### config.mk
export PLATFORM = sky130hd
export DESIGN_NAME = mem_port_arbiter
export DESIGN_NICKNAME = d
export VERILOG_FILES = /design/src/rtl/mem_port_arbiter.sv
export SDC_FILE = /design/constraint.sdc
export NUM_CORES = 1
export LEC_CHECK = 0
export CAP_MARGIN = 40
export CORE_AREA = 2 2 111 113
export DETAILED_ROUTE_END_ITERATION = 10
export DIE_AREA = 0 0 113 115
export GPL_TIMING_DRIVEN = 0
export PLACE_DENSITY = 0.75
export SLEW_MARGIN = 20
export SYNTH_ARGS = -nofsm -noshare
export SYNTH_HDL_FRONTEND = slang
export SYNTH_SLANG_ARGS = --single-unit
### constraint.sdc
create_clock -name clk -period 2.2 [get_ports clk]
set_input_delay 0.44 -clock clk [delete_from_list [all_inputs] [get_ports clk]]
set_output_delay 0.44 -clock clk [all_outputs]
set_load 0.01 [all_outputs]
### src/rtl/mem_port_arbiter.sv
// mem_port_arbiter: shares one single-ported memory between the
// fetch (ibus) and load/store (dbus) ports, one access at a time.
module mem_port_arbiter #(
  parameter int MAX_D_STREAK = 4,
  parameter int TIMEOUT      = 255
) (
  input  logic        clk,
  input  logic        reset,
  input  logic        ibus_req,
  input  logic [31:0] ibus_addr,
  output logic [31:0] ibus_data,
  output logic        ibus_ready,
  output logic        ibus_err,
  input  logic        dbus_rd,
  input  logic        dbus_wr,
  input  logic [31:0] dbus_addr,
  input  logic [31:0] dbus_data_wr,
  input  logic [3:0]  dbus_wstrb,
  output logic [31:0] dbus_data_rd,
  output logic        dbus_data_ready,
  output logic        dbus_err,
  output logic        mem_en,
  output logic        mem_we,
  output logic [31:0] mem_addr,
  output logic [31:0] mem_wdata,
  output logic [3:0]  mem_wstrb,
  input  logic [31:0] mem_rdata,
  input  logic        mem_ready,
  output logic        busy
);

  localparam logic [1:0] S_IDLE   = 2'd0;
  localparam logic [1:0] S_BUSY_I = 2'd1;
  localparam logic [1:0] S_BUSY_D = 2'd2;

  localparam logic [3:0]  STREAK_LIM = 4'(MAX_D_STREAK);
  localparam logic [15:0] WD_LAST    = 16'(TIMEOUT - 1);
  localparam bit          WD_EN      = (TIMEOUT != 0);

  logic [1:0]  state_q, state_d;
  logic        mem_en_q, mem_en_d;
  logic        mem_we_q, mem_we_d;
  logic [31:0] mem_addr_q, mem_addr_d;
  logic [31:0] mem_wdata_q, mem_wdata_d;
  logic [3:0]  mem_wstrb_q, mem_wstrb_d;
  logic [3:0]  d_streak_q, d_streak_d;
  logic [15:0] wd_cnt_q, wd_cnt_d;
  logic        both_q, both_d;

  logic d_req;
  logic grant_d;
  logic grant_i;
  logic wd_hit;
  logic done;
  logic tmo;

  // Low address bits are dropped: the memory is word addressed.
  logic unused_addr_bits;
  assign unused_addr_bits = ^{ibus_addr[1:0], dbus_addr[1:0]};

  // Arbitration decision and completion detection.
  always_comb begin
    d_req   = dbus_rd | dbus_wr;
    grant_d = d_req &&
              (!ibus_req || (d_streak_q < STREAK_LIM));
    grant_i = ibus_req && !grant_d;
    wd_hit  = WD_EN && (wd_cnt_q == WD_LAST);
    done    = (state_q != S_IDLE) && (mem_ready || wd_hit);
    tmo     = done && !mem_ready;
  end

  // Next-state: latch the granted request, hold it while busy.
  always_comb begin
    state_d     = state_q;
    mem_en_d    = mem_en_q;
    mem_we_d    = mem_we_q;
    mem_addr_d  = mem_addr_q;
    mem_wdata_d = mem_wdata_q;
    mem_wstrb_d = mem_wstrb_q;
    d_streak_d  = d_streak_q;
    wd_cnt_d    = wd_cnt_q;
    both_d      = both_q;
    case (state_q)
      S_IDLE: begin
        wd_cnt_d = '0;
        if (grant_d) begin
          state_d    = S_BUSY_D;
          mem_en_d   = 1'b1;
          mem_we_d   = dbus_wr;
          mem_addr_d = {dbus_addr[31:2], 2'b00};
          both_d     = dbus_rd & dbus_wr;
          if (dbus_wr) begin
            mem_wdata_d = dbus_data_wr;
            mem_wstrb_d = dbus_wstrb;
          end else begin
            mem_wstrb_d = 4'b0000;
          end
          if (!ibus_req)
            d_streak_d = '0;
          else if (d_streak_q != 4'hF)
            d_streak_d = d_streak_q + 4'd1;
        end else if (grant_i) begin
          state_d     = S_BUSY_I;
          mem_en_d    = 1'b1;
          mem_we_d    = 1'b0;
          mem_addr_d  = {ibus_addr[31:2], 2'b00};
          mem_wstrb_d = 4'b0000;
          both_d      = 1'b0;
          d_streak_d  = '0;
        end
      end
      default: begin
        if (done) begin
          state_d  = S_IDLE;
          mem_en_d = 1'b0;
          mem_we_d = 1'b0;
        end else if (wd_cnt_q != 16'hFFFF) begin
          wd_cnt_d = wd_cnt_q + 16'd1;
        end
      end
    endcase
  end

  // State and memory-side registers.
  always_ff @(posedge clk) begin
    if (reset) begin
      state_q     <= S_IDLE;
      mem_en_q    <= 1'b0;
      mem_we_q    <= 1'b0;
      mem_addr_q  <= '0;
      mem_wdata_q <= '0;
      mem_wstrb_q <= '0;
      d_streak_q  <= '0;
      wd_cnt_q    <= '0;
      both_q      <= 1'b0;
    end else begin
      state_q     <= state_d;
      mem_en_q    <= mem_en_d;
      mem_we_q    <= mem_we_d;
      mem_addr_q  <= mem_addr_d;
      mem_wdata_q <= mem_wdata_d;
      mem_wstrb_q <= mem_wstrb_d;
      d_streak_q  <= d_streak_d;
      wd_cnt_q    <= wd_cnt_d;
      both_q      <= both_d;
    end
  end

  assign mem_en    = mem_en_q;
  assign mem_we    = mem_we_q;
  assign mem_addr  = mem_addr_q;
  assign mem_wdata = mem_wdata_q;
  assign mem_wstrb = mem_wstrb_q;
  assign busy      = (state_q != S_IDLE);

  // Completion pulses and read data pass straight through.
  always_comb begin
    ibus_ready      = done && (state_q == S_BUSY_I);
    dbus_data_ready = done && (state_q == S_BUSY_D);
    ibus_err        = ibus_ready && tmo;
    dbus_err        = dbus_data_ready && (tmo || both_q);
    ibus_data       = '0;
    dbus_data_rd    = '0;
    if (ibus_ready && mem_ready)
      ibus_data = mem_rdata;
    if (dbus_data_ready && mem_ready)
      dbus_data_rd = mem_rdata;
  end

endmodule

# Yosys cells after proc, flatten, opt, wreduce, memory -nomap -nowiden
# Cells that the tools add are included.
[word_totals] reg_bits=93 out_inout_bits=139
[classes] bitwise_logic=3 n_eq_ne=7 add_sub_neg=2 magnitude_cmp=1 muxes=22 reduce_logical=26
[ops] cell="2-to-1 mux 32 bit" count=4
[ops] cell="2-to-1 mux 4 bit" count=6
[ops] cell="adder 16 x 1 -> 16 bit (second input constant)" count=1
[ops] cell="== test 16 x 8 -> 1 bit (second input constant)" count=1
[ops] cell="inequality test 16 bit (second input constant)" count=1
[ops] cell="logical AND 1 bit" count=10
[ops] cell="2-to-1 mux 1 bit" count=8
[ops] cell="2-to-1 mux 2 bit" count=4
[ops] cell="AND reduction 2 bit" count=3
[ops] cell="AND reduction 3 bit" count=2
[ops] cell="nonzero test 2 bit" count=3
[ops] cell="adder 4 x 1 -> 4 bit (second input constant)" count=1
[ops] cell="less-than comparator 4 x 3 -> 1 bit (second input constant)" count=1
[ops] cell="inequality test 4 bit (second input constant)" count=1
[ops] cell="logical NOT 1 bit" count=3
[ops] cell="logical OR 1 bit" count=3
[ops] cell="inequality test 3 x 2 -> 1 bit (second input constant)" count=1
[ops] cell="inequality test 3 bit (second input constant)" count=1
[ops] cell="== test 2 x 1 -> 1 bit (second input constant)" count=1
[ops] cell="== test 2 bit (second input constant)" count=1
[ops] cell="logical NOT 2 bit" count=1
[ops] cell="OR reduction 2 bit" count=1
[ops] cell="AND 1 bit" count=1
[ops] cell="NOT 1 bit" count=1
[ops] cell="bitwise OR 1 bit" count=1

# Logic depth before layout (Yosys ltp)
# Gate-level depths: netlist of run 1.
[depth] depth_word=8 depth_mapped=8 ltp_nobuf=7

# Least setup slack after synthesis of run 1
# Ideal clock, no wire load.
[synth_timing] path_kind="reg-to-output" start="register wd_cnt_q[1]" end="output dbus_data_ready" t_arrival_ns=1.588 slack_ns=0.172 stages_incl_launch_ff=6 path_buffers=1 path_cell_list="dfxtp_1 > ha_1 > nor4b_2 > a41oi_4 > clkbuf_1 > nor3b_1"
[synth_via] elab_chain_len=4
[synth_lines] item="start, declared" line="47" source="logic [15:0] wd_cnt_q, wd_cnt_d;"
[synth_lines] item="start signal, assigned" line="144" source="wd_cnt_q <= wd_cnt_d;"
[synth_lines] item="== test 16 x 8 -> 1 bit" line="67" source="wd_hit = WD_EN && (wd_cnt_q == WD_LAST);"
[synth_lines] item="logical OR 1 bit" line="68" source="done = (state_q != S_IDLE) && (mem_ready || wd_hit);"
[synth_lines] item="logical AND 1 bit" line="68"
[synth_lines] item="logical AND 1 bit" line="159" source="dbus_data_ready = done && (state_q == S_BUSY_D);"
[synth_lines] item="end, declared" line="20" source="output logic dbus_data_ready,"
# No other way between the ends.

# Worst setup path in the final report of run 1
[layout_timing] start="register state_q[1]" end="output ibus_data[27]"
[layout_via] elab_chain_len=5
[layout_lines] item="start, declared" line="40" source="logic [1:0] state_q, state_d;"
[layout_lines] item="start signal, assigned" line="137" source="state_q <= state_d;"
[layout_lines] item="nonzero test 2 bit" line="68"
[layout_lines] item="logical AND 1 bit" line="68"
[layout_lines] item="logical AND 1 bit *" line="158" source="ibus_ready = done && (state_q == S_BUSY_I);"
[layout_lines] item="logical AND 1 bit *" line="164" source="if (ibus_ready && mem_ready)"
[layout_lines] item="2-to-1 mux 32 bit *" line="164"
[layout_lines] item="end, declared" line="11" source="output logic [31:0] ibus_data,"
# Mark *: on every way between the ends. The rest lies on a longest branch, timed or not.

==> flow_summary.ini, run 1 <==
[floorplan]
die_w_um = 113
floorplan.initialDensity = 0.344
num_rows = 40
die-area_sq_um = 13000
die_h_um = 115
core_area_sq_um = 11800
pin_count = 277

[timing]
maxSlewHeadroom = 0.664
finalMaxSlewViolations = 0
rsz0062_at_grt = true
finalHoldViolations = 0
fin_worst_skew_ns = 0.00588
min_period_ns = 2.13
tns_ns = 0
max_freq_mhz = 470
max_slew.worst_pin.slew_ns = 0.505
worst_hold_slack_ns = 0.459
fin_crit_sh = 0.967
finalSetupViolations = 0

[grt]
gr-total-overflow = 0
grt_max_degree = 17
grtUsageTotal = 0.228
grt_pass1_wl_mm = 23.7
grt_pass1_vias = 4714
antenna_found_initial = 0

[clock_network]
numCtsBuffers = 9
cts_tree = yes
root_buffer = clkbuf_16
clk_latency_ns = 0.34
clkTransAtPathRegs_ns = 0.07
cts-htree-levels = 3
clockBufferDepth = 2
cts_sinks = 91

[setup_path]
worst-setup-path-type = flop to output pin
crit_start = state_q[1]
path_cells = nand2b_4 -> nor2_4 -> buf_4 -> clkbuf_8 -> and2_1 -> dlygate4sd2_1
critical-path-slowest-cell = dfxtp_4
r2r-end = wd_cnt_q[7]
critPathArrivalTime_ns = 1.69
r2r-start = wd_cnt_q[0]
crit_path_max_fanout = 10
cp.depth = 6
slowest_delay_ns = 0.37
crit_buf_inv = 3
cp.required_ns = 1.76
worst_setup_path_end_kind = output pin
r2r_slack_ns = 0.14
rr_worst_depth = 9
cp-endpoint = ibus_data[27]
critPathLaunchType = flop
cp_top_family = buffers and inverters

[logic_synthesis]
synth_area_leaders = dfxtp_1 (45%), and2_1 (10%), a222oi_1 (7.4%)
ys.flop_type = dfxtp_1
yosys.area.top_type = dfxtp_1
postSynthCellCount = 480
yosysWarnings = 0
ys_async_sr_fraction = 0
synth_cell_types = 51
synth-edff-count = 0
synth_common_cells = dfxtp_1 (91), nand2_1 (72), and2_1 (66), nor2_1 (54), a21oi_1 (42)
seq_area_frac_synth = 0.449
synth_top_area_share = 0.449
ys_ff_latch = 91
synthesis.area_sq_um = 4060
yosysMostFrequentCell = dfxtp_1
syn_area_per_cell_sq_um = 8.46

[final_layout]
fin_nets = 910
syn2layout_area_growth_pct = 84.5
fillers = 1020
finalNonFillerCells = 921
n_antenna_cell = 0
design_area_sq_um = 7490
layout-drive-gt1-share = 0.105
fin_util = 0.634

[routing]
via_per_inst = 5.03
final_antenna_net_count = 0
drc = 11
wl_per_cell_um = 16.4
dr.pass1.iters = 9
drt_iter0_drc = 343
routed_wl_mm = 15.1
vias = 4633

[power_and_ir_drop]
p_comb_frac = 0.235
ir_worst_vdd_mv = 0.398
power_frac_seq = 0.400
swShare = 0.261
p_per_area_nw_per_um2 = 609
clockPowerShare = 0.365
internal_power_mw = 3.37
power.switching_mw = 1.19
power_leakage_nw = 3.42

[placed_design]
portBuffers = 270
dp_cells = 898
place_congestion = 0.879
dpl_cell_area_sq_um = 6950
post-dp-hpwl_mm = 11.7

[min_path]
hold_class = flop to flop
hold_depth = 2

[outcome]
violations = design-rule violations
status = finished, violations left

[run]
drv_cap = 0
## per-layer routing
layer,part of all wire,up-vias,track usage
met5,0,-,0
met4,0.015,0,0.0715
met3,0.10,17,0.0907
met2,0.50,216,0.400
met1,0.39,2135,0.256
li1,-,2265,-
## worst register-to-register path, delay by kind of cell (launching register included)
family,cells,cell delay (ns)
buffers and inverters,3,0.47
AO/OA/AOI/OAI,2,0.23
adder cells (fa/ha/maj),1,0.20
AND/OR/NAND/NOR,3,0.71
flip-flops,1,0.36
## how the worst min path moves through the flow
stage / from / end / slack [ns]
after floorplan: d_streak_q[2] / d_streak_q[2] / 0.43
after global placement: d_streak_q[2] / d_streak_q[2] / 0.44
after detailed placement: mem_wdata[14] / mem_wdata[14] / 0.45
after CTS: mem_wdata[14] / mem_wdata[14] / 0.46
after global routing: mem_wdata[2] / mem_wdata[2] / 0.48
final: d_streak_q[2] / d_streak_q[2] / 0.46
## registers in the layout, indices dropped and copies added (netlist names)
signal / flops
mem_we: 1
mem_wstrb: 4
mem_en: 1
mem_wdata: 32
both_q: 1
d_streak_q: 4
mem_addr: 30
state_q: 2
wd_cnt_q: 16
## cell type report
cell class              instances  area (sq um)  share of cell area
repair buffers                278          2760               0.368
flip-flops and latches         91          1840               0.246
inverters                       4          15.0             0.00200
plain buffers                  40           230              0.0307
multi-input cells             345          2140               0.286
well taps                     147           184              0.0245
clock inverters                 7           100              0.0134
clock buffers                   9           225              0.0301
## placed cells by master, fill, tap and decap left out, types with 5 or more instances in the layout
master           instances
clkdlybuf4s50_1        199
dfxtp_1                 84
nand2_1                 72
and2_1                  66
nor2_1                  52
a21oi_1                 42
dlymetal6s2s_1          32
a222oi_1                30
clkbuf_1                23
dlygate4sd2_1           20
clkbuf_2                12
buf_4                   11
clkbuf_16                9
xor2_1                   7
nand4_1                  6
a22oi_1                  5
## through the flow
| stage | setup slack, ns | total power [mW] |
|---|---|---|
| after floorplan | 0.172 | 2.26 |
| after global placement | -0.898 | 2.87 |
| after detailed placement | -0.894 | 2.89 |
| after CTS | -0.233 | 4.60 |
| after global routing | -0.0379 | 4.77 |
| final | 0.0726 | 4.56 |
## cell families after synthesis
family          count (synthesis)  share of synthesized area
compound gates                 99                      0.182
xor+xnor                        8                     0.0173
fa+ha+maj                       3                    0.00925
buf+inv                        45                     0.0465
flops                          91                      0.449
mux                             1                    0.00247
other cells                     1                   0.000924
simple gates                  232                      0.293
## timing repair
item | 4_1_cts | 5_1_grt
endpoints found under the setup margin | 98 | 121
gates resized for setup | 95 | 78
gates cloned | 0 | 1
setup buffers | 6 | 1
pin swaps | 4 | 4
hold buffers | 0 | 0
## power groups by stage
stage	Combinational [mW]	Clock [mW]	Sequential (mW)
floorplan	0.364	0	1.90
global placement	1.02	0	1.85
detailed placement	1.04	0	1.86
CTS	1.07	1.71	1.82
global route	1.15	1.78	1.84
finish	1.07	1.67	1.83
No activity file was read; power rests on OpenSTA's default activity.
==> inputs of run 2 (changes only) <==
--- a/config.mk
+++ b/config.mk
@@ -6,11 +6,11 @@
 export NUM_CORES = 1
 export LEC_CHECK = 0
 export CAP_MARGIN = 40
-export CORE_AREA = 2 2 111 113
+export CORE_AREA = 2 2 110 112
 export DETAILED_ROUTE_END_ITERATION = 10
-export DIE_AREA = 0 0 113 115
+export DIE_AREA = 0 0 112 114
 export GPL_TIMING_DRIVEN = 0
-export PLACE_DENSITY = 0.75
+export PLACE_DENSITY = 0.76
 export SLEW_MARGIN = 20
 export SYNTH_ARGS = -nofsm -noshare
 export SYNTH_HDL_FRONTEND = slang
==> flow_summary.ini, run 2 (same netlist as run 1, synthesis figures left out) <==
[outcome]
status = finished, violations left
violations = negative setup slack

[grt]
use_met2 = 0.419
grt.busiest_layer = met2
antenna_found_initial = 0
grt_pass1_vias = 4656
grtUsageTotal = 0.230
grt_max_degree = 15
grt_pass1_wl_mm = 23.5
grt_util_met3 = 0.0786
gr-total-overflow = 0
grt_use_met1 = 0.252

[routing]
routed_wl_mm = 15.8
final_antenna_net_count = 0
drt_iter0_drc = 296
wl_per_cell_um = 17.0
drc = 0
dr.pass1.iters = 5
via_per_inst = 5.11
vias = 4732

[floorplan]
die_h_um = 114
die-area_sq_um = 12800
die_w_um = 112
floorplan.initialDensity = 0.347
pin_count = 277
num_rows = 40
core_area_sq_um = 11700

[run]
drv_cap = 0

[placed_design]
post-dp-hpwl_mm = 11.9
portBuffers = 270
dpl_cell_area_sq_um = 6950
place_congestion = 0.907

[power_and_ir_drop]
power_leakage_nw = 3.90
ir_worst_vdd_mv = 0.495
p_per_area_nw_per_um2 = 600

[final_layout]
layout-drive-gt1-share = 0.100
fin_util = 0.655
fillers = 966
fin_nets = 916
design_area_sq_um = 7670
syn2layout_area_growth_pct = 88.9
largest_register_ffs = 32
n_antenna_cell = 0
layout_commonest_cell = clkdlybuf4s50_1
final_cell_mix = clkdlybuf4s50_1 (200), dfxtp_1 (87), nand2_1 (72)

[setup_path]
cp.required_ns = 1.76
r2r_slack_ns = 0.09
worst-setup-path-type = flop to output pin
crit_path_max_fanout = 10
crit_buf_inv = 5
critPathArrivalTime_ns = 1.91
r2r-start = wd_cnt_q[0]
cp_top_family = buffers and inverters
worst_setup_path_end_kind = output pin
slowest_delay_ns = 0.49
path_cells = buf_4 -> nor2_2 -> buf_6 -> clkbuf_8 -> inv_1 -> clkdlybuf4s50_1
r2r-end = wd_cnt_q[7]
cp.depth = 6
critPathLaunchType = flop
critical-path-slowest-cell = clkdlybuf4s50_1
rr_worst_depth = 9

[clock_network]
cts_sinks = 91
cts-htree-levels = 3
cts_tree = yes
clkTransAtPathRegs_ns = 0.06
root_buffer = clkbuf_16
clockBufferDepth = 2
clk_latency_ns = 0.33
numCtsBuffers = 9
cts_hold_buf = 0

[timing]
fin_ws_ns = -0.147
fin_worst_skew_ns = 0.00671
finalHoldViolations = 0
finalSetupViolations = 1
fin_crit_sh = 1.07
min_period_ns = 2.35
max_freq_mhz = 426
finalMaxSlewViolations = 0
rsz0062_at_grt = true

[min_path]
hold_depth = 2
hold_path_startpoint = mem_wdata[22]
min_to = mem_wdata[22]
hold_class = flop to flop
-- run 2: power by group --
part / internal (mW) / switching (mW)
Sequential: 1.76 / 0.0636
Combinational: 0.623 / 0.480
Clock: 1.05 / 0.624
Total: 3.43 / 1.17
-- run 2: how the worst max path moves through the flow --
stage | endpoint | slack, ns | from
finish | busy | -0.15 | state_q[1]
global route | busy | -0.23 | state_q[1]
CTS | dbus_data_rd[1] | -0.22 | mem_ready
detailed placement | dbus_data_rd[8] | -0.94 | mem_ready
global placement | dbus_data_rd[8] | -0.89 | mem_ready
floorplan | dbus_data_ready | 0.17 | wd_cnt_q[1]
-- run 2: cell type report --
class                      count  area, sq um  share of cell area
clock buffer                  11          253              0.0330
inverter                       4         17.5             0.00228
multi-input combinational    345         2130               0.278
sequential                    91         1840               0.239
tap                          147          184              0.0240
clock inverter                 4         73.8             0.00962
timing repair buffer         285         2940               0.383
buffer                        39          233              0.0303
-- run 2: through the flow --
step	total power [mW]	hold WS (ns)	cells	worst slack [ns]	TNS (ns)
after floorplan	2.26	0.428	481	0.172	0
after global placement	2.87	0.437	898	-0.894	-62.89
after detailed placement	2.90	0.445	898	-0.936	-69.46
after CTS	4.60	0.458	917	-0.222	-11.40
after global routing	4.78	0.473	926	-0.231	-0.382
final	4.60	0.454	926	-0.147	-0.147
-- run 2: layer usage --
metal	wire length, um	share of wire	up-vias
li1	-	-	2278
met1	5840	0.37	2204
met2	8220	0.52	220
met3	1310	0.083	30
met4	382	0.024	0
met5	0	0	-
-- run 2: worst min-delay path, stage by stage, from the launching register on --
cell,delay (ns)
dfxtp_1,0.31
nand2_1,0.05
a21oi_1,0.05
-- run 2: repair_timing --
| item | in CTS | in global routing |
|---|---|---|
| buffers inserted | 4 | 9 |
| cloned | 0 | 2 |
| resized for setup | 62 | 100 |
| setup endpoints to repair | 98 | 126 |
| pin swaps | 3 | 7 |
==> inputs of run 3 (changes only) <==
--- a/config.mk
+++ b/config.mk
@@ -6,11 +6,10 @@
 export NUM_CORES = 1
 export LEC_CHECK = 0
 export CAP_MARGIN = 40
-export CORE_AREA = 2 2 110 112
+export CORE_AREA = 2 2 114 128
 export DETAILED_ROUTE_END_ITERATION = 10
-export DIE_AREA = 0 0 112 114
-export GPL_TIMING_DRIVEN = 0
-export PLACE_DENSITY = 0.76
+export DIE_AREA = 0 0 116 130
+export PLACE_DENSITY = 0.65
 export SLEW_MARGIN = 20
 export SYNTH_ARGS = -nofsm -noshare
 export SYNTH_HDL_FRONTEND = slang
==> flow_summary.ini, run 3 (same netlist as run 1, synthesis figures left out) <==
[outcome]
status = complete, no violations

[final_layout]
fin_nets = 905
layout_commonest_cell = clkdlybuf4s50_1
n_antenna_cell = 0
syn2layout_area_growth_pct = 83.4
finalNonFillerCells = 961
final_cell_mix = clkdlybuf4s50_1 (200), dfxtp_1 (87), nand2_1 (72)
largest_register_ffs = 32
layout-drive-gt1-share = 0.142

[timing]
max_freq_mhz = 464
finalSetupViolations = 0
fin_worst_skew_ns = 0.00832
worst_hold_slack_ns = 0.453
rsz0062_at_grt = true
tns_ns = 0
min_period_ns = 2.15
finalHoldViolations = 0
finalMaxSlewViolations = 0
fin_crit_sh = 0.979

[power_and_ir_drop]
power_frac_seq = 0.406
swShare = 0.252
power_leakage_nw = 3.06
power.switching_mw = 1.13
ir_worst_vdd_mv = 0.519
p_per_area_nw_per_um2 = 601
clockPowerShare = 0.352
internal_power_mw = 3.35
power_mw = 4.48
p_comb_frac = 0.241

[clock_network]
cts_hold_buf = 0
cts-htree-levels = 3
cts_tree = yes
numCtsBuffers = 9
cts_sinks = 91
root_buffer = clkbuf_16
clk_latency_ns = 0.34
clkTransAtPathRegs_ns = 0.06
clockBufferDepth = 2

[setup_path]
slowest_delay_ns = 0.32
critPathLaunchType = flop
critical-path-slowest-cell = dfxtp_2
path_cells = inv_2 -> ha_4 -> nor4b_4 -> buf_4 -> nand4_1 -> o21ai_1 -> and3b_1 -> buf_2
cp.required_ns = 1.76
critPathArrivalTime_ns = 1.71
worst-setup-path-type = flop to output pin
cp_top_family = simple AND/OR/NAND/NOR gates
crit_path_max_fanout = 2
worst_setup_path_end_kind = output pin
crit_buf_inv = 3

[routing]
routed_wl_mm = 15.3
via_per_inst = 4.82
drt_iter0_drc = 260
vias = 4635
dr.pass1.iters = 5
drc = 0
wl_per_cell_um = 16.0
final_antenna_net_count = 0

[grt]
grtUsageTotal = 0.198
grt_pass1_wl_mm = 23.5
gr-total-overflow = 0
grt_max_degree = 46
antenna_found_initial = 0
grt_pass1_vias = 4656

[placed_design]
post-dp-hpwl_mm = 11.7
dp_cells = 941
place_congestion = 0.818
portBuffers = 270

[floorplan]
die-area_sq_um = 15100
die_w_um = 116
pin_count = 277
core_area_sq_um = 13900
num_rows = 46
floorplan.initialDensity = 0.292
die_h_um = 130

[min_path]
hold_class = flop to flop

[run]
drv_cap = 0
==> run 3: cell count changes in the layout (fill, tap and decap cells not counted), moves of 6 or more <==
| cell | change |
|---|---|
| buf_2 | +11 |
| buf_4 | +21 |
| dlygate4sd2_1 | +36 |
| clkbuf_2 | +6 |
| dlymetal6s2s_1 | -60 |
| buf_6 | -9 |
| clkbuf_1 | -17 |
==> run 3: area by class of cell <==
class                   instances  area [sq um]
clock buffers                  15           278
clock inverters                 1          30.0
fillers                      1309          6480
inverters                       4          15.0
multi-input cells             345          2120
flip-flops and latches         91          1830
well taps                     192           240
repair buffers                313          2930
==> run 3: routing by layer <==
metal,vias up,track usage,share of wire
met5,-,0,0
met4,0,0.0539,0.017
met3,15,0.0711,0.077
met1,2174,0.215,0.39
li1,2257,-,-
met2,189,0.362,0.51
==> run 3: what timing repair did <==
action	4_1_cts	5_1_grt
pin swaps	2	3
endpoints found under the setup margin	68	37
cloned	2	0
hold endpoints to repair	0	0
gates resized for setup	136	30
buffers inserted	2	0
==> run 3: path summary, 6_finish.rpt <==
path / start / to / slack, ns / cells after the start
worst min register to register: mem_wdata[21] / mem_wdata[21] / 0.45 / 2
worst max register to register: wd_cnt_q[0] / wd_cnt_q[6] / 0.20 / 9
worst min-delay path: mem_wdata[21] / mem_wdata[21] / 0.45 / 2
worst max-delay path: wd_cnt_q[0] / dbus_err / 0.05 / 8
==> run 3: power by group through the flow <==
| stage | clock (mW) | combinational, mW | sequential, mW |
|---|---|---|---|
| floorplan | 0 | 0.364 | 1.90 |
| global placement | 0 | 1.07 | 1.85 |
| detailed placement | 0 | 1.08 | 1.85 |
| CTS | 1.62 | 1.09 | 1.82 |
| global route | 1.68 | 1.16 | 1.83 |
| finish | 1.58 | 1.08 | 1.82 |
==> run 3: per-stage QoR <==
step	instance area, sq um	utilization	worst slack [ns]
5_1_grt	7440	0.534	-0.0715
4_1_cts	7470	0.537	-0.0707
3_3_place_gp	7190	0.516	-0.343
3_5_place_dp	7190	0.516	-0.379
6_report	7440	0.534	0.0471
2_1_floorplan	4060	-	0.172
==> run 3: tightest hold or removal path: cells and delay by family, from the launching register on <==
family	cells	cell delay (ns)
AND/OR/NAND/NOR	1	0.05
flip-flops	1	0.31
AO/OA/AOI/OAI	1	0.05
